File: config.mk
export PLATFORM = sky130hd
export DESIGN_NAME = rng_nonce_reader
export DESIGN_NICKNAME = d
export VERILOG_FILES = /design/src/rtl/ascon_rng_pkg.sv /design/src/rtl/rng_health_test.sv /design/src/rtl/rng_nonce_reader.sv
export SDC_FILE = /design/constraint.sdc
export NUM_CORES = 1
export LEC_CHECK = 0
export CAP_MARGIN = 40
export CORE_MARGIN = 8
export CORE_UTILIZATION = 40
export CTS_BUF_LIST = sky130_fd_sc_hd__clkbuf_8 sky130_fd_sc_hd__clkbuf_16
export DETAILED_ROUTE_END_ITERATION = 7
export PLACE_DENSITY_LB_ADDON = 0.25
export SYNTH_ARGS = -nofsm -noshare
export SYNTH_HDL_FRONTEND = slang
export SYNTH_SLANG_ARGS = --single-unit
File: constraint.sdc
create_clock -name clk -period 3.4 [get_ports clk]
set_input_delay 0.34 -clock clk [delete_from_list [all_inputs] [get_ports clk]]
set_output_delay 0.34 -clock clk [all_outputs]
set_load 0.01 [all_outputs]
File: src/rtl/ascon_rng_pkg.sv
// Shared types and default constants for the RNG nonce reader.
package ascon_rng_pkg;

   typedef enum logic [1:0] {WARMUP, FILL, HOLD, ALARM} nonce_state_e;

   localparam int unsigned NONCE_WIDTH        = 128;
   localparam int unsigned DEF_SAMPLE_DIV     = 4;
   localparam int unsigned DEF_WARMUP_SAMPLES = 8;
   localparam int unsigned DEF_RCT_CUTOFF     = 2;
   localparam int unsigned DEF_APT_WINDOW     = 16;
   localparam int unsigned DEF_APT_CUTOFF     = 14;

endpackage

File: src/rtl/rng_health_test.sv
// Continuous RCT and APT health tests on decimated RNG samples.
module rng_health_test
   import ascon_rng_pkg::*;
#(
   parameter int unsigned WIDTH      = NONCE_WIDTH,
   parameter int unsigned RCT_CUTOFF = DEF_RCT_CUTOFF,
   parameter int unsigned APT_WINDOW = DEF_APT_WINDOW,
   parameter int unsigned APT_CUTOFF = DEF_APT_CUTOFF
) (
   input  logic             clk,
   input  logic             reset,
   input  logic [WIDTH-1:0] sample,
   input  logic             tick,
   input  logic             clear,
   output logic             fail,
   output logic             pass
);

   localparam int unsigned REP_W = $clog2(RCT_CUTOFF + 1);
   localparam int unsigned CNT_W = $clog2(APT_WINDOW + 1);
   localparam int unsigned IDX_W = $clog2(APT_WINDOW);

   logic [WIDTH-1:0] prev_q, prev_d;
   logic             first_q, first_d;
   logic [REP_W-1:0] rep_q, rep_d;
   logic [CNT_W-1:0] apt_cnt_q, apt_cnt_d;
   logic [IDX_W-1:0] apt_idx_q, apt_idx_d;
   logic             ref_q, ref_d;
   logic             fail_q, fail_now;

   always_comb begin
      prev_d    = prev_q;
      first_d   = first_q;
      rep_d     = rep_q;
      apt_cnt_d = apt_cnt_q;
      apt_idx_d = apt_idx_q;
      ref_d     = ref_q;
      if (tick) begin
         prev_d  = sample;
         first_d = 1'b0;
         if (first_q || (sample != prev_q)) begin
            rep_d = REP_W'(1);
         end else if (rep_q < REP_W'(RCT_CUTOFF)) begin
            rep_d = rep_q + REP_W'(1);
         end
         if (apt_idx_q == '0) begin
            ref_d     = sample[0];
            apt_cnt_d = CNT_W'(1);
         end else if ((sample[0] == ref_q) && (apt_cnt_q < CNT_W'(APT_CUTOFF))) begin
            apt_cnt_d = apt_cnt_q + CNT_W'(1);
         end
         apt_idx_d = (apt_idx_q == IDX_W'(APT_WINDOW - 1)) ? '0 : apt_idx_q + IDX_W'(1);
      end
      fail_now = tick && ((rep_d >= REP_W'(RCT_CUTOFF)) || (apt_cnt_d >= CNT_W'(APT_CUTOFF)));
      pass     = tick && !fail_now;
      if (clear) begin
         first_d   = 1'b1;
         rep_d     = '0;
         apt_cnt_d = '0;
         apt_idx_d = '0;
         ref_d     = 1'b0;
      end
   end

   always_ff @(posedge clk or negedge reset) begin
      if (!reset) begin
         prev_q    <= '0;
         first_q   <= 1'b1;
         rep_q     <= '0;
         apt_cnt_q <= '0;
         apt_idx_q <= '0;
         ref_q     <= 1'b0;
         fail_q    <= 1'b0;
      end else begin
         prev_q    <= prev_d;
         first_q   <= first_d;
         rep_q     <= rep_d;
         apt_cnt_q <= apt_cnt_d;
         apt_idx_q <= apt_idx_d;
         ref_q     <= ref_d;
         fail_q    <= fail_now;
      end
   end

   assign fail = fail_q;

endmodule

File: src/rtl/rng_nonce_reader.sv
// Samples the free-running RNG, health-tests every sample and hands out fresh nonces.
module rng_nonce_reader
   import ascon_rng_pkg::*;
#(
   parameter int unsigned WIDTH          = NONCE_WIDTH,
   parameter int unsigned SAMPLE_DIV     = DEF_SAMPLE_DIV,
   parameter int unsigned WARMUP_SAMPLES = DEF_WARMUP_SAMPLES,
   parameter int unsigned RCT_CUTOFF     = DEF_RCT_CUTOFF,
   parameter int unsigned APT_WINDOW     = DEF_APT_WINDOW,
   parameter int unsigned APT_CUTOFF     = DEF_APT_CUTOFF
) (
   input  logic             clk,
   input  logic             reset,
   input  logic [WIDTH-1:0] rng_data,
   input  logic             nonce_ready,
   input  logic             clear_alarm,
   output logic [WIDTH-1:0] nonce_out,
   output logic             nonce_valid,
   output logic             alarm,
   output logic [15:0]      issued_count
);

   localparam int unsigned DIV_W  = $clog2(SAMPLE_DIV);
   localparam int unsigned WARM_W = $clog2(WARMUP_SAMPLES + 1);

   nonce_state_e      state_q, state_d;
   logic [DIV_W-1:0]  div_q, div_d;
   logic [WARM_W-1:0] warm_q, warm_d;
   logic [WIDTH-1:0]  nonce_q, nonce_d, last_q, last_d;
   logic              valid_q, valid_d, alarm_q, alarm_d;
   logic [15:0]       issued_q, issued_d;
   logic              sample_tick, test_tick, test_clear, fail, pass;

   assign sample_tick = (div_q == DIV_W'(SAMPLE_DIV - 1));
   assign test_tick   = sample_tick && (state_q != ALARM);
   assign test_clear  = (state_q == ALARM) && clear_alarm;

   rng_health_test #(
      .WIDTH      (WIDTH),
      .RCT_CUTOFF (RCT_CUTOFF),
      .APT_WINDOW (APT_WINDOW),
      .APT_CUTOFF (APT_CUTOFF)
   ) u_health (
      .clk    (clk),
      .reset  (reset),
      .sample (rng_data),
      .tick   (test_tick),
      .clear  (test_clear),
      .fail   (fail),
      .pass   (pass)
   );

   always_comb begin
      state_d  = state_q;
      div_d    = sample_tick ? '0 : div_q + DIV_W'(1);
      warm_d   = warm_q;
      nonce_d  = nonce_q;
      last_d   = last_q;
      valid_d  = valid_q;
      alarm_d  = alarm_q;
      issued_d = issued_q;
      unique case (state_q)
         WARMUP: begin
            if (pass) begin
               if (warm_q == WARM_W'(WARMUP_SAMPLES - 1)) begin
                  warm_d  = '0;
                  state_d = FILL;
               end else begin
                  warm_d = warm_q + WARM_W'(1);
               end
            end
         end
         FILL: begin
            // A repeat of the last delivered nonce is dropped, never re-issued.
            if (pass && (rng_data != last_q)) begin
               nonce_d = rng_data;
               valid_d = 1'b1;
               state_d = HOLD;
            end
         end
         HOLD: begin
            if (valid_q && nonce_ready) begin
               valid_d = 1'b0;
               last_d  = nonce_q;
               state_d = FILL;
               if (issued_q != 16'hFFFF) issued_d = issued_q + 16'd1;
            end
         end
         ALARM: begin
            if (clear_alarm) begin
               alarm_d = 1'b0;
               warm_d  = '0;
               state_d = WARMUP;
            end
         end
         default: state_d = WARMUP;
      endcase
      // A health failure overrides the state move but not a completing handshake.
      if (fail) begin
         state_d = ALARM;
         alarm_d = 1'b1;
         valid_d = 1'b0;
         nonce_d = '0;
      end
   end

   always_ff @(posedge clk or negedge reset) begin
      if (!reset) begin
         state_q  <= WARMUP;
         div_q    <= '0;
         warm_q   <= '0;
         nonce_q  <= '0;
         last_q   <= '0;
         valid_q  <= 1'b0;
         alarm_q  <= 1'b0;
         issued_q <= '0;
      end else begin
         state_q  <= state_d;
         div_q    <= div_d;
         warm_q   <= warm_d;
         nonce_q  <= nonce_d;
         last_q   <= last_d;
         valid_q  <= valid_d;
         alarm_q  <= alarm_d;
         issued_q <= issued_d;
      end
   end

   assign nonce_out    = nonce_q;
   assign nonce_valid  = valid_q;
   assign alarm        = alarm_q;
   assign issued_count = issued_q;

endmodule

-- After elaboration in Yosys (flattened, before gate mapping)
Index checks and enable logic that the tools add are counted.
- register bits: 424
- logic and storage cells: 109
- add/sub/neg operators: 6
- order comparisons: 4
- equality and inequality tests: 18
- mux-type cells: 38
- reduce and logical (&&, ||, !) cells: 28
- operators with widths (kind ; count):
    two-way mux 128 bit ; 3
    != test 128 bit ; 2
    two-way mux 4 bit ; 6
    two-way mux 2 bit ; 11
    two-way mux 5 bit ; 4
    adder 16 x 1 -> 16 bit (second input constant) ; 1
    != test 16 bit (second input constant) ; 1
    != test 3 x 2 -> 1 bit (second input constant) ; 5
    nonzero test 2 bit ; 7
    two-way mux 1 bit ; 11
    AND reduction 3 bit ; 3
    adder 4 x 1 -> 4 bit (second input constant) ; 2
    one-hot mux 2 bit (4 select lines) ; 1
    one-hot mux 4 bit (2 select lines) ; 1
    AND reduction 2 bit ; 4
    logical AND 1 bit ; 7
    equality test 2 bit (second input constant) ; 3
    != test 2 bit (second input constant) ; 3
    adder 5 x 1 -> 5 bit (second input constant) ; 1
    greater-or-equal comparator 5 x 4 -> 1 bit (second input constant) ; 1
    less-than comparator 5 x 4 -> 1 bit (second input constant) ; 1
    AND reduction 5 bit ; 1
    adder 2 x 1 -> 2 bit (second input constant) ; 2
    equality test 4 x 3 -> 1 bit (second input constant) ; 1
    other kinds (11) ; 12

-- Depth between registers and ports, before layout
Gate-level depths: netlist of run 1.
- word-level depth: 14
- depth in mapped cells: 13
- mapped depth without buffers: 10

-- Hierarchy
A second synthesis of run 1 with hierarchy kept.
- cells, all modules: 1737
- area total of the unflattened synthesis: 20950.1 µm²
- modules (own cells, without submodules) (module ; instances ; cells an instance ; area each (µm²)):
    rng_nonce_reader ; 1 ; 1123 ; 13825.8
    rng_health_test ; 1 ; 614 ; 7124.3

-- Worst setup path before layout of run 1
Ideal clock, no wire load.
- path type: register -> register
- start point: register u_health.prev_q[87]
- end point: register nonce_q[105], in the netlist nonce_out[105]
- data arrival time: 2.965 ns
- required time: 3.267 ns
- setup slack: 0.302 ns
- cell stages (with the launch flop): 12
- path buffers: 3
- period minus slack after synthesis: 3.098 ns
- path through: dfrtp_1 > nor2b_1 > a2111oi_0 > nand4_1 > or3_1 > or4_4 > o311a_4 > a31oi_4 > buf_6 > buf_8 > buf_4 > o31ai_1
- longest elaborated chain between the ends: 12
- RTL lines (element ; line ; RTL):
    start, declared ; rng_health_test.sv:23 ; logic [WIDTH-1:0] prev_q, prev_d;
    start signal, assigned ; rng_health_test.sv:75 ; prev_q <= prev_d;
    != test 128 bit ; rng_health_test.sv:41 ; if (first_q || (sample != prev_q)) begin
    logical OR 1 bit ; rng_health_test.sv:41 ;
    two-way mux 2 bit ; rng_health_test.sv:41 ;
    two-way mux 2 bit ; rng_health_test.sv:38 ; if (tick) begin
    greater-or-equal comparator 2 bit ; rng_health_test.sv:54 ; fail_now = tick && ((rep_d >= REP_W'(RCT_CUTOFF)) || (apt_cnt_d >= CNT_W'(APT_CUTOFF)));
    logical OR 1 bit ; rng_health_test.sv:54 ;
    logical AND 1 bit ; rng_health_test.sv:54 ;
    logical NOT 1 bit ; rng_health_test.sv:55 ; pass = tick && !fail_now;
    logical AND 1 bit ; rng_health_test.sv:55 ;
    logical AND 1 bit ; rng_nonce_reader.sv:75 ; if (pass && (rng_data != last_q)) begin
    nonzero test 2 bit (no source line) ; n/a ;
    AND reduction 2 bit (no source line) ; n/a ;
    end signal, assigned ; rng_nonce_reader.sv:121 ; nonce_q <= nonce_d;
    end, declared ; rng_nonce_reader.sv:29 ; logic [WIDTH-1:0] nonce_q, nonce_d, last_q, last_d;
Every way passes these cells.
A chain may end at the register's enable or synchronous reset.

-- Worst setup path in the final report of run 1
- start point: register u_health.prev_q[94]
- end point: register nonce_q[29], in the netlist nonce_out[29]
The elaborated chain is that of the path after synthesis.

==> run metrics, run 1 <==
largest family of logic cells by synthesized area=simple AND/OR/NAND/NOR gates; status=complete, but fails checks; asr flop ratio synth=100%; Synth Area in Compound Gates=8.23%; utilization after layout=55.1%; largest net degree at the start of global routing=129; share of layout cells above drive strength 1=19.8%; most common cell after layout, fill and taps aside=nand2_1; FMAX=~0.29 GHz; unrepaired setup endpoints after global routing=true; Worst Hold Class=primary input to async pin; flops & latches, synth=approximately 420; full die area=roughly 57,000 µm²; Peak VDD IR=between 0.4 and 0.5 mV; DRC violation count after routing=0; final setup vio count=~130; CTS clk-pin slew, worst paths=~60 ps; Worst EP arrival=3970 ps; P_leak=~0.013 µW; min Tclk post-route=~3500 ps; clk root buf=clkbuf_16; Core ar.=approximately 49,000 µm²; sequential share of the synthesized area=a little over half; Setup crit end kind=flop; Worst setup SP type=flop; Worst R2R End=nonce_out[29]$_DFFE_PN0P_; Critical Path Most Common Cell=clkbuf_16; Synth Area in Simple Gates=approximately 17%; Avg Cell Area, Syn=approximately 10 µm²; final RePlAce weighted congestion=between 0.9 and 1; DR vias=~16,000; clk buf depth=3; CTS tree=yes; commonest register cell after synthesis=dfrtp_1; fin cells=between 3,000 and 4,000; Post-Place Cells=2,953; htree depth=2; R2R cell count=13; Adder-Cell Fraction of Synth Area=less than 1%; # clock sinks=around 420; Vias per Instance=5.26; Post-DRT Antenna Nets=0; worst r2r src=u_health.prev_q[94]$_DFFE_PN0P_; final period utilization=103%; Pwr Density=between 700 and 800 nW/µm²; post-synthesis mux area share=7.52%; hold_ws=between 400 and 500 ps; post-layout total power=roughly 21,000 µW; num ports=between 200 and 300; std cell rows=around 80; CP Cell Sequence=xnor2_1, buf_4, nand4_1, nor4_2, nand3_4, or4_4, o311a_4, a31oi_4, buf_6, clkbuf_16, clkbuf_16, nand2_4, o31ai_2; Critical Path RT=about 3900 ps; die width=238 µm; worst path bufs/invs=4; pre-CTS setup slack=-846 ps; Chip Height=238 µm; GRT overflow=0; failing checks=setup timing; vias in the first global route=approximately 16,000; Slew @ Worst Pin=975 ps; slew margin rel.=between 30% and 40%; Max Slew Vio Count=0; endpoints failing hold=0; placed wire-length estimate=52,400 µm; Post-Syn Instances=roughly 1,900; gr usage total=approximately 24%; crit-path max cell delay=between 500 and 600 ps; Synth Warn #=0; routed length per instance=between 20 and 25 µm; Initial Util=between 40% and 50%; total CTS buffers=48; number of distinct library cells after synthesis=54; synthesized area=19,700 µm²; Port Buffers=around 280; layout net count=2,504; final WL=about 72,000 µm; critical path peak fanout=6; Clock Latency Late Sink=~590 ps; Syn Nets=approximately 2,100; initial antenna violation count=2; XOR/XNOR Fraction of Synth Area=a little under a tenth; slowest cell on the critical path=or4_4; worst setup path category=flop to flop; register-to-register setup slack=-90 ps; Setup Skew=about 31 ps; Worst Setup Slack, final=-93.4 ps; Post-synth EDFFs=0; Iteration-0 DRC Markers=between 1,000 and 1,500; first-pass GRT wire length=between 100,000 and 150,000 µm; delay-heaviest family, CP=simple AND/OR/NAND/NOR gates; synthesis-to-finish area growth=36.4%; Pre-antenna DRT Iters=8; most frequent cells in the layout=430 x nand2_1, 422 x dfrtp_1, 276 x clkdlybuf4s50_1, 168 x buf_4, 137 x xor2_1; max cap viols=0
==> sequential cells by signal, indices dropped and copies added, names as in the netlist <==
| name | cells |
|---|---|
| alarm | 1 |
| div_q | 2 |
| issued_count | 16 |
| last_q | 128 |
| nonce_out | 128 |
| nonce_valid | 1 |
| state_q | 2 |
| u_health.apt_cnt_q | 5 |
| u_health.apt_idx_q | 4 |
| u_health.fail | 1 |
| u_health.first_q | 1 |
| u_health.prev_q | 128 |
| u_health.ref_q | 1 |
| u_health.rep_q | 2 |
| warm_q | 4 |
==> worst max-delay path by stage <==
stage | depth (start not counted) | slack, ps | from | to
after floorplan | 11 | 300 | u_health.prev_q[87]$_DFFE_PN0P_ | nonce_out[105]$_DFFE_PN0P_
after global placement | 12 | -890 | rng_data[27] | nonce_out[48]$_DFFE_PN0P_
after detailed placement | 13 | -850 | rng_data[27] | nonce_out[48]$_DFFE_PN0P_
after CTS | 14 | 20 | u_health.prev_q[10]$_DFFE_PN0P_ | warm_q[3]$_DFFE_PN0P_
after global routing | 13 | -170 | u_health.prev_q[94]$_DFFE_PN0P_ | nonce_out[29]$_DFFE_PN0P_
final | 13 | -90 | u_health.prev_q[94]$_DFFE_PN0P_ | nonce_out[29]$_DFFE_PN0P_
==> per-layer routing <==
layer  wire, µm  GRT usage, %  part of all wire (%)  up-vias
met5          0             0                     0        -
met4       2460          7.11                   3.4        0
met3       4890          4.80                   6.8      124
met2      34800          41.1                    48      598
met1      29800          31.3                    41     8086
li1           -             -                     -     7313
==> power by group <==
group          internal [µW]  switching (µW)
logic                   3690            3490
registers               7050            1700
clock network           3130            2130
total                  13900            7310
==> what timing repair did <==
item / in CTS / in global routing
pin swaps: 4 / 26
hold buffers: 1 / 0
cloned: 1 / 16
setup endpoints to repair: 135 / 134
hold endpoints to repair: 97 / 0
setup buffers: 0 / 5
gates resized for setup: 16 / 65
==> kinds of logic after synthesis <==
family                     after synthesis
buffers and inverters                  151
DFF                                    424
AOI/OAI and AO/OA                      257
xor gates and xnor gates               210
muxes                                  132
and+or+nand+nor                        725
adders and majority gates               11
==> layout make-up <==
type / instances / area [µm²]
Fill cell: 4236 / 22000
Sequential cell: 424 / 10600
Multi-Input combinational cell: 1335 / 8700
Timing Repair Buffer: 488 / 4890
Clock buffer: 65 / 1460
Tap cell: 664 / 831
Inverter: 64 / 240
Clock inverter: 21 / 154
Antenna cell: 1 / 2.50
==> synthesized netlist by cell type (all sizes together), types with 33 or more instances <==
cell    count  area (µm²)
nor4       41         257
mux2      129        1450
nand2b     99         619
o21ai     146         749
inv        64         240
o31ai      33         248
clkbuf     59         221
dfrtp     423       10600
nor2b      43         269
xnor2      73         639
xor2      137        1200
nand2     449        1690
==> per-stage QoR <==
stage | cell area [µm²] | setup TNS (ps)
floorplan | 19700 | 0
global placement | 24500 | -111990
detailed placement | 24500 | -106120
CTS | 26200 | 0
global route | 26900 | -14650
finish | 26900 | -4650
==> worst register-to-register path, delay by kind of cell, from the launching register on <==
kind	cells	cell delay, ps
AND/OR/NAND/NOR	5	1390
buffers and inverters	4	700
AO/OA/AOI/OAI	3	610
flip-flops	1	380
XOR/XNOR	1	280
No activity file was read; power rests on OpenSTA's default activity.
==> run 2, diff against run 1 <==
--- a/config.mk
+++ b/config.mk
@@ -6,11 +6,13 @@
 export NUM_CORES = 1
 export LEC_CHECK = 0
 export CAP_MARGIN = 40
-export CORE_MARGIN = 8
+export CORE_MARGIN = 1
 export CORE_UTILIZATION = 40
 export CTS_BUF_LIST = sky130_fd_sc_hd__clkbuf_8 sky130_fd_sc_hd__clkbuf_16
 export DETAILED_ROUTE_END_ITERATION = 7
+export GPL_ROUTABILITY_DRIVEN = 1
 export PLACE_DENSITY_LB_ADDON = 0.25
 export SYNTH_ARGS = -nofsm -noshare
 export SYNTH_HDL_FRONTEND = slang
+export SYNTH_HIERARCHICAL = 1
 export SYNTH_SLANG_ARGS = --single-unit
==> run metrics, run 2 <==
status=finished, final reports clean; full die area=53,300 µm² (-5.9%); number of distinct library cells after synthesis=65 (+20%); num ports=278 (unchanged); Post-Syn Instances=1,737 (-9.1%); Setup Skew=11.5 ps (-19.4 ps); final period utilization=99.1% (-3.7 points); Area contributors post-synth=dfrtp_1 51%, mux2_2 13%, nand2b_1 8.4%; Initial Util=40.7% (+0.31 points); vias in the first global route=15,700 (-2.1%); Setup crit end kind=flop; Syn Nets=1,876 (-8.6%); Comb power frac=34.4% (+0.5 points); leading area contributor after synthesis=dfrtp_1; Post-Place Cells=2,847 (-3.6%); Final Cell Area=27,700 µm² (+3.1%); std cell rows=83 (+2.5%); worst setup path category=flop to flop; layout net count=2,366 (-5.5%); Peak VDD IR=0.487 mV (+6.1%); Worst Hold Class=primary input to async pin; CTS clk-pin slew, worst paths=60 ps (about the same); synthesis-to-finish area growth=32.3%; Max Slew Vio Count=0 (unchanged); first-pass GRT wire length=103,000 µm (-0.61%); htree depth=2 (unchanged); Switching Share=34.0% (-0.56 points); flops & latches, synth=424 (unchanged); GRT overflow=0 (unchanged); Slew @ Worst Pin=785 ps (-190 ps); Worst setup SP type=flop; gr usage total=26.7% (+2.4 points); Chip Height=231 µm (-3.0%); Vias per Instance=5.22 (-0.81%); Reg area=10,600 µm² (unchanged); Post-synth EDFFs=0 (unchanged); endpoints failing hold=0 (unchanged); Net Sw Power=7090 µW (-3.0%); routed length per instance=24.4 µm (+3.7%); Critical Path RT=3860 ps (-20 ps); clock share of power=24.3% (-0.5 points); Pre-antenna DRT Iters=5 (-3); internal cell power=13,800 µW (-0.56%); Clock Latency Late Sink=590 ps (about the same); asr flop ratio synth=100% (unchanged); P_leak=0.0120 µW (-4.3%); die width=231 µm (-3.0%); fill count=4,470 (+5.5%); final RePlAce weighted congestion=0.961 (+1.9%); largest family of logic cells by synthesized area=multiplexers; Adder-Cell Fraction of Synth Area=0.418% (-0.28 points); largest net degree at the start of global routing=102 (-21%); CTS tree=yes; most frequent cells in the layout=422 x dfrtp_1, 282 x nand2b_1, 276 x clkdlybuf4s50_1, 238 x mux2_2, 225 x buf_4; initial antenna violation count=4 (+2); Pwr Density=753 nW/µm² (-4.4%); fin cells=2,940 (-4.0%); Post-DRT Antenna Nets=0 (unchanged); # clock sinks=424 (unchanged); multi-input logic area=9670 µm² (+11%); Iteration-0 DRC Markers=1,035 (-28%); placed wire-length estimate=53,600 µm (+2.3%); min Tclk post-route=3370 ps (-126 ps); critical path peak fanout=20 (+14); DR vias=15,400 (-4.8%); slew margin rel.=47.2% (+12 points); max cap viols=0 (unchanged); Synth Area in Simple Gates=13.7% (-3.2 points); Core ar.=51,500 µm² (+5.4%); Avg Cell Area, Syn=12.1 µm² (+17%); sequential power share=41.3% (about the same); Synth Area in Compound Gates=4.01% (-4.2 points); most common cell in the synthesized netlist=dfrtp_1; clk root buf=clkbuf_16; synthesized area=21,000 µm² (+6.3%); XOR/XNOR Fraction of Synth Area=8.65% (-0.67 points); post-synthesis mux area share=19.0% (+11 points); commonest register cell after synthesis=dfrtp_1; clk buf depth=3 (unchanged); final WL=71,600 µm (-0.48%); Synth Warn #=6 (+6); DRC violation count after routing=0 (unchanged); most common cell after layout, fill and taps aside=dfrtp_1; FMAX=0.297 GHz (+3.7%); Port Buffers=277 (unchanged); dpl cell area=26,000 µm² (+5.8%); top cells by count, synth=423 x dfrtp_1, 282 x nand2b_1, 238 x mux2_2, 152 x xor2_1, 129 x mux2i_1; total CTS buffers=48 (unchanged); final setup vio count=0 (-100%); Worst EP arrival=3830 ps (-140 ps); share of layout cells above drive strength 1=25.5% (+5.7 points); sequential share of the synthesized area=50.7% (-3.2 points); share of the synthesized area in the top cell type=50.5% (-3.2 points)
==> run 2: cell types whose count changed in the layout (fill, tap and decap cells not counted), moves of 12 or more <==
| cell | before | now |
|---|---|---|
| nand2b_1 | 99 | 282 |
| o31ai_1 | 26 | 1 |
| mux2i_1 | 3 | 124 |
| nand3_1 | 17 | 5 |
| buf_4 | 168 | 225 |
| nor2b_1 | 42 | 25 |
| mux2_2 | 129 | 238 |
| xor2_1 | 137 | 152 |
| o21ai_1 | 85 | 1 |
| o21ai_0 | 48 | 24 |
| nand2_1 | 430 | 45 |
| o21ai_2 | 13 | 0 |
| xnor2_1 | 72 | 53 |
==> run 2: power by group through the flow <==
stage,registers [µW],clock network [µW],logic [µW]
4_1_cts,8620,5170,7200
3_3_place_gp,8620,0,7000
3_5_place_dp,8680,0,7150
5_1_grt,8860,5360,7630
6_report,8620,5090,7180
2_1_floorplan,8490,0,2890
==> run 2: cell type report <==
class | instances | share of cell area (%)
Timing Repair Buffer | 518 | 17.4
Tap cell | 680 | 3.07
Multi-Input combinational cell | 1173 | 34.9
Sequential cell | 424 | 38.3
Inverter | 62 | 0.839
Antenna cell | 2 | 0.0181
Clock buffer | 61 | 5.02
Clock inverter | 20 | 0.483
==> run 2: worst max-delay path, cell delays in order (launching register included) <==
cell and delay [ps]:
dfrtp_1 380, xnor2_1 560, nand4_1 190, nor4_1 370
buf_4 180, nand4_1 130, nor4_4 330, a311oi_2 170
nand2_1 160, a211oi_4 50, buf_4 170, buf_12 140
buf_16 170, mux2i_2 180
==> run 2: layer usage <==
| metal | vias up | global-route usage, % | wire length [µm] |
|---|---|---|---|
| li1 | 6952 | - | - |
| met1 | 7777 | 35.5 | 30600 |
| met2 | 481 | 42.2 | 33300 |
| met3 | 138 | 4.74 | 4270 |
| met4 | 6 | 12.3 | 3320 |
| met5 | - | 0 | 96 |
==> run 2: path summary, 6_finish.rpt <==
check	endpoint	slack [ps]	startpoint	cells past startpoint
max	nonce_out[38]$_DFFE_PN0P_	30	u_health/prev_q[80]$_DFFE_PN0P_	13
min	issued_count[5]$_DFFE_PN0P_	340	reset	2
max reg2reg	nonce_out[38]$_DFFE_PN0P_	30	u_health/prev_q[80]$_DFFE_PN0P_	13
min reg2reg	div_q[0]$_DFF_PN0_	430	div_q[0]$_DFF_PN0_	1
min in group clk	div_q[0]$_DFF_PN0_	430	div_q[0]$_DFF_PN0_	1
max in group asynchronous	nonce_out[113]$_DFFE_PN0P_	2080	reset	3
==> run 2: cells by family after synthesis <==
logic type                 count (synthesis)
muxes                                    367
xor gates and xnor gates                 207
buffers and inverters                    140
DFF                                      424
and+or+nand+nor                          477
adders and majority gates                  7
AOI/OAI and AO/OA                        115
==> run 2: per-stage QoR <==
stage | setup TNS (ps) | power, µW | worst slack (ps) | util (%) | hold WS [ps]
after floorplan | 0 | 11400 | 23.9 | - | 44.4
after global placement | -80550 | 15600 | -660 | 50.3 | 377
after detailed placement | -47780 | 15800 | -423 | 50.4 | 378
after CTS | -2110 | 21000 | -62.2 | 53.5 | 357
after global routing | -78.5 | 21900 | -16.2 | 53.8 | 399
final | 0 | 20900 | 32.2 | 53.8 | 342
==> run 2: timing repair <==
action,in CTS,in global routing
resized for setup,5,11
endpoints found under the hold margin,65,0
cloned,2,3
pin swaps,0,6
setup buffers,0,4
endpoints found under the setup margin,116,116
hold buffers,1,0
==> run 3, diff against run 2 <==
--- a/config.mk
+++ b/config.mk
@@ -9,8 +9,9 @@
 export CORE_MARGIN = 1
 export CORE_UTILIZATION = 40
 export CTS_BUF_LIST = sky130_fd_sc_hd__clkbuf_8 sky130_fd_sc_hd__clkbuf_16
+export CTS_CLUSTER_DIAMETER = 100
 export DETAILED_ROUTE_END_ITERATION = 7
-export GPL_ROUTABILITY_DRIVEN = 1
+export GPL_ROUTABILITY_DRIVEN = 0
 export PLACE_DENSITY_LB_ADDON = 0.25
 export SYNTH_ARGS = -nofsm -noshare
 export SYNTH_HDL_FRONTEND = slang
==> run metrics, run 3 (synthesis results as in run 2) <==
Switching Share=34.5% (+0.58 points); pre-CTS setup slack=-547 ps (-124 ps); CTS clk-pin slew, worst paths=60 ps (about the same); sequential power share=41.7% (+0.4 points); Worst Hold Class=primary input to async pin; routed length per instance=24.0 µm (-1.6%); Final Cell Area=27,400 µm² (-1.2%); clock share of power=24.1% (-0.2 points); placed wire-length estimate=52,500 µm (-2.0%); clk root buf=clkbuf_16; initial antenna violation count=1 (-3); diode count=0 (-2); full die area=53,300 µm² (unchanged); hold_ws=355 ps (+13.3 ps); total CTS buffers=48 (unchanged); register-to-register setup slack=200 ps (+170 ps); min Tclk post-route=3200 ps (-172 ps); worst setup path category=flop to flop; most common cell after layout, fill and taps aside=dfrtp_1; DRC violation count after routing=0 (unchanged); gr usage total=26.3% (-0.35 points); Initial Util=40.7% (unchanged); Setup crit end kind=flop; Slew @ Worst Pin=918 ps (+133 ps); share of layout cells above drive strength 1=24.5% (-0.99 points); GRT overflow=0 (unchanged); Post-DRT Antenna Nets=0 (unchanged); Clock Latency Late Sink=600 ps (about the same); std cell rows=83 (unchanged); Core ar.=51,500 µm² (unchanged); crit-path max cell delay=350 ps (-210 ps); htree depth=2 (unchanged); Post-Place Cells=2,825 (-0.77%); fill count=4,509 (+0.87%); clk buf depth=3 (unchanged); Net Sw Power=7160 µW (+0.89%); vias in the first global route=15,800 (+0.87%); status=finished, final reports clean; first-pass GRT wire length=103,000 µm (+0.12%); largest net degree at the start of global routing=109 (+6.9%); slew margin rel.=38.2% (-8.9 points); Vias per Instance=5.26 (+0.67%); # clock sinks=424 (unchanged); endpoints failing hold=0 (unchanged); DR vias=15,300 (-0.19%); slowest cell on the critical path=dfrtp_1; final period utilization=94.0% (-5.1 points); max cap viols=0 (unchanged); FMAX=0.313 GHz (+5.4%); critical path peak fanout=33 (+65%); Worst EP arrival=3640 ps (-190 ps); Iteration-0 DRC Markers=1,318 (+27%); num ports=278 (unchanged); dpl cell area=25,800 µm² (-0.52%); Worst Setup Slack, final=204 ps (+172 ps); CP Cell Sequence=ha_2, a21boi_4, inv_2, buf_4, a2111o_1, nor4_2, nand4_1, nor4_4, a311oi_2, nand2_1, a211oi_4, buf_12, buf_12, mux2i_1; multi-input logic area=9640 µm² (-0.25%); most frequent cells in the layout=422 x dfrtp_1, 282 x nand2b_1, 276 x clkdlybuf4s50_1, 238 x mux2_2, 199 x buf_4; fin cells=2,915 (-0.85%); final setup vio count=0 (unchanged); unrepaired setup endpoints after global routing=false; synthesis-to-finish area growth=30.7%; internal cell power=13,600 µW (-1.7%); Comb power frac=34.2% (-0.2 points); Setup Skew=33.4 ps (+21.9 ps); Reg area=10,600 µm² (unchanged); Pwr Density=757 nW/µm² (+0.43%); Chip Height=231 µm (unchanged); Port Buffers=277 (unchanged); Peak VDD IR=0.361 mV (-26%); die width=231 µm (unchanged); Critical Path Most Common Cell=buf_12; layout net count=2,338 (-1.2%); Worst setup SP type=flop; P_leak=0.0118 µW (-1.5%); Pre-antenna DRT Iters=5 (unchanged); Max Slew Vio Count=0 (unchanged); Critical Path RT=3850 ps (about the same); final WL=69,800 µm (-2.5%); CTS tree=yes
-- run 3: cell types whose count changed in the layout (fill, tap and decap cells not counted), moves of 3 or more --
cell	before	now
buf_4	225	199
clkinv_2	5	11
buf_12	7	12
mux2i_1	124	129
mux2i_2	5	0
buf_16	5	1
clkbuf_16	52	49
-- run 3: power groups by stage --
stage          Sequential, µW  Combinational, µW  Clock (µW)
2_1_floorplan            8490               2890           0
3_3_place_gp             8630               6890           0
3_5_place_dp             8710               7050           0
4_1_cts                  8650               7090        5070
5_1_grt                  8890               7540        5280
6_report                 8630               7090        4990
-- run 3: cell type report --
type	instances	share of cell area, %
Sequential cell	424	38.8
Multi-Input combinational cell	1173	35.2
Timing Repair Buffer	490	16.6
Clock buffer	59	4.98
Tap cell	680	3.11
Inverter	62	0.850
Clock inverter	27	0.475
-- run 3: worst max-delay path: cells and delay by family, from the launching register on --
| kind | cells | cell delay [ps] |
|---|---|---|
| and+or+nand+nor | 4 | 960 |
| AOI/OAI and AO/OA | 4 | 750 |
| buffers and inverters | 4 | 580 |
| DFF | 1 | 350 |
| adders and majority gates | 1 | 190 |
| muxes | 1 | 160 |
-- run 3: path summary, 6_finish.rpt --
path                                              from                          endpoint  cells past startpoint
setup / recovery                    div_q[0]$_DFF_PN0_        nonce_out[117]$_DFFE_PN0P_                     14
hold / removal                                   reset       issued_count[5]$_DFFE_PN0P_                      2
setup reg to reg                    div_q[0]$_DFF_PN0_        nonce_out[117]$_DFFE_PN0P_                     14
hold reg to reg            issued_count[9]$_DFFE_PN0P_       issued_count[9]$_DFFE_PN0P_                      1
max in group asynchronous                        reset  u_health/prev_q[110]$_DFFE_PN0P_                      3
min in group clk                          rng_data[91]         nonce_out[91]$_DFFE_PN0P_                      3
-- run 3: through the flow --
stage	utilization, %	setup TNS, ps	power, µW
3_3_place_gp	50.1	-66850	15500
6_report	53.2	0	20700
5_1_grt	53.2	0	21700
2_1_floorplan	-	0	11400
4_1_cts	53.1	0	20800
3_5_place_dp	50.1	-59400	15800
-- run 3: per-layer routing --
| layer | part of all wire [%] | vias to the layer above | GRT usage, % |
|---|---|---|---|
| met3 | 5.6 | 126 | 4.58 |
| met5 | 0.019 | - | 0 |
| li1 | - | 6891 | - |
| met2 | 47 | 496 | 42.1 |
| met1 | 44 | 7810 | 35.6 |
| met4 | 4.1 | 2 | 9.98 |
-- run 3: what timing repair did --
action	in CTS	in global routing
gates resized for setup	0	7
endpoints found under the setup margin	128	110
pin swaps	1	5
hold buffers	1	0
endpoints found under the hold margin	88	0
setup buffers	1	2
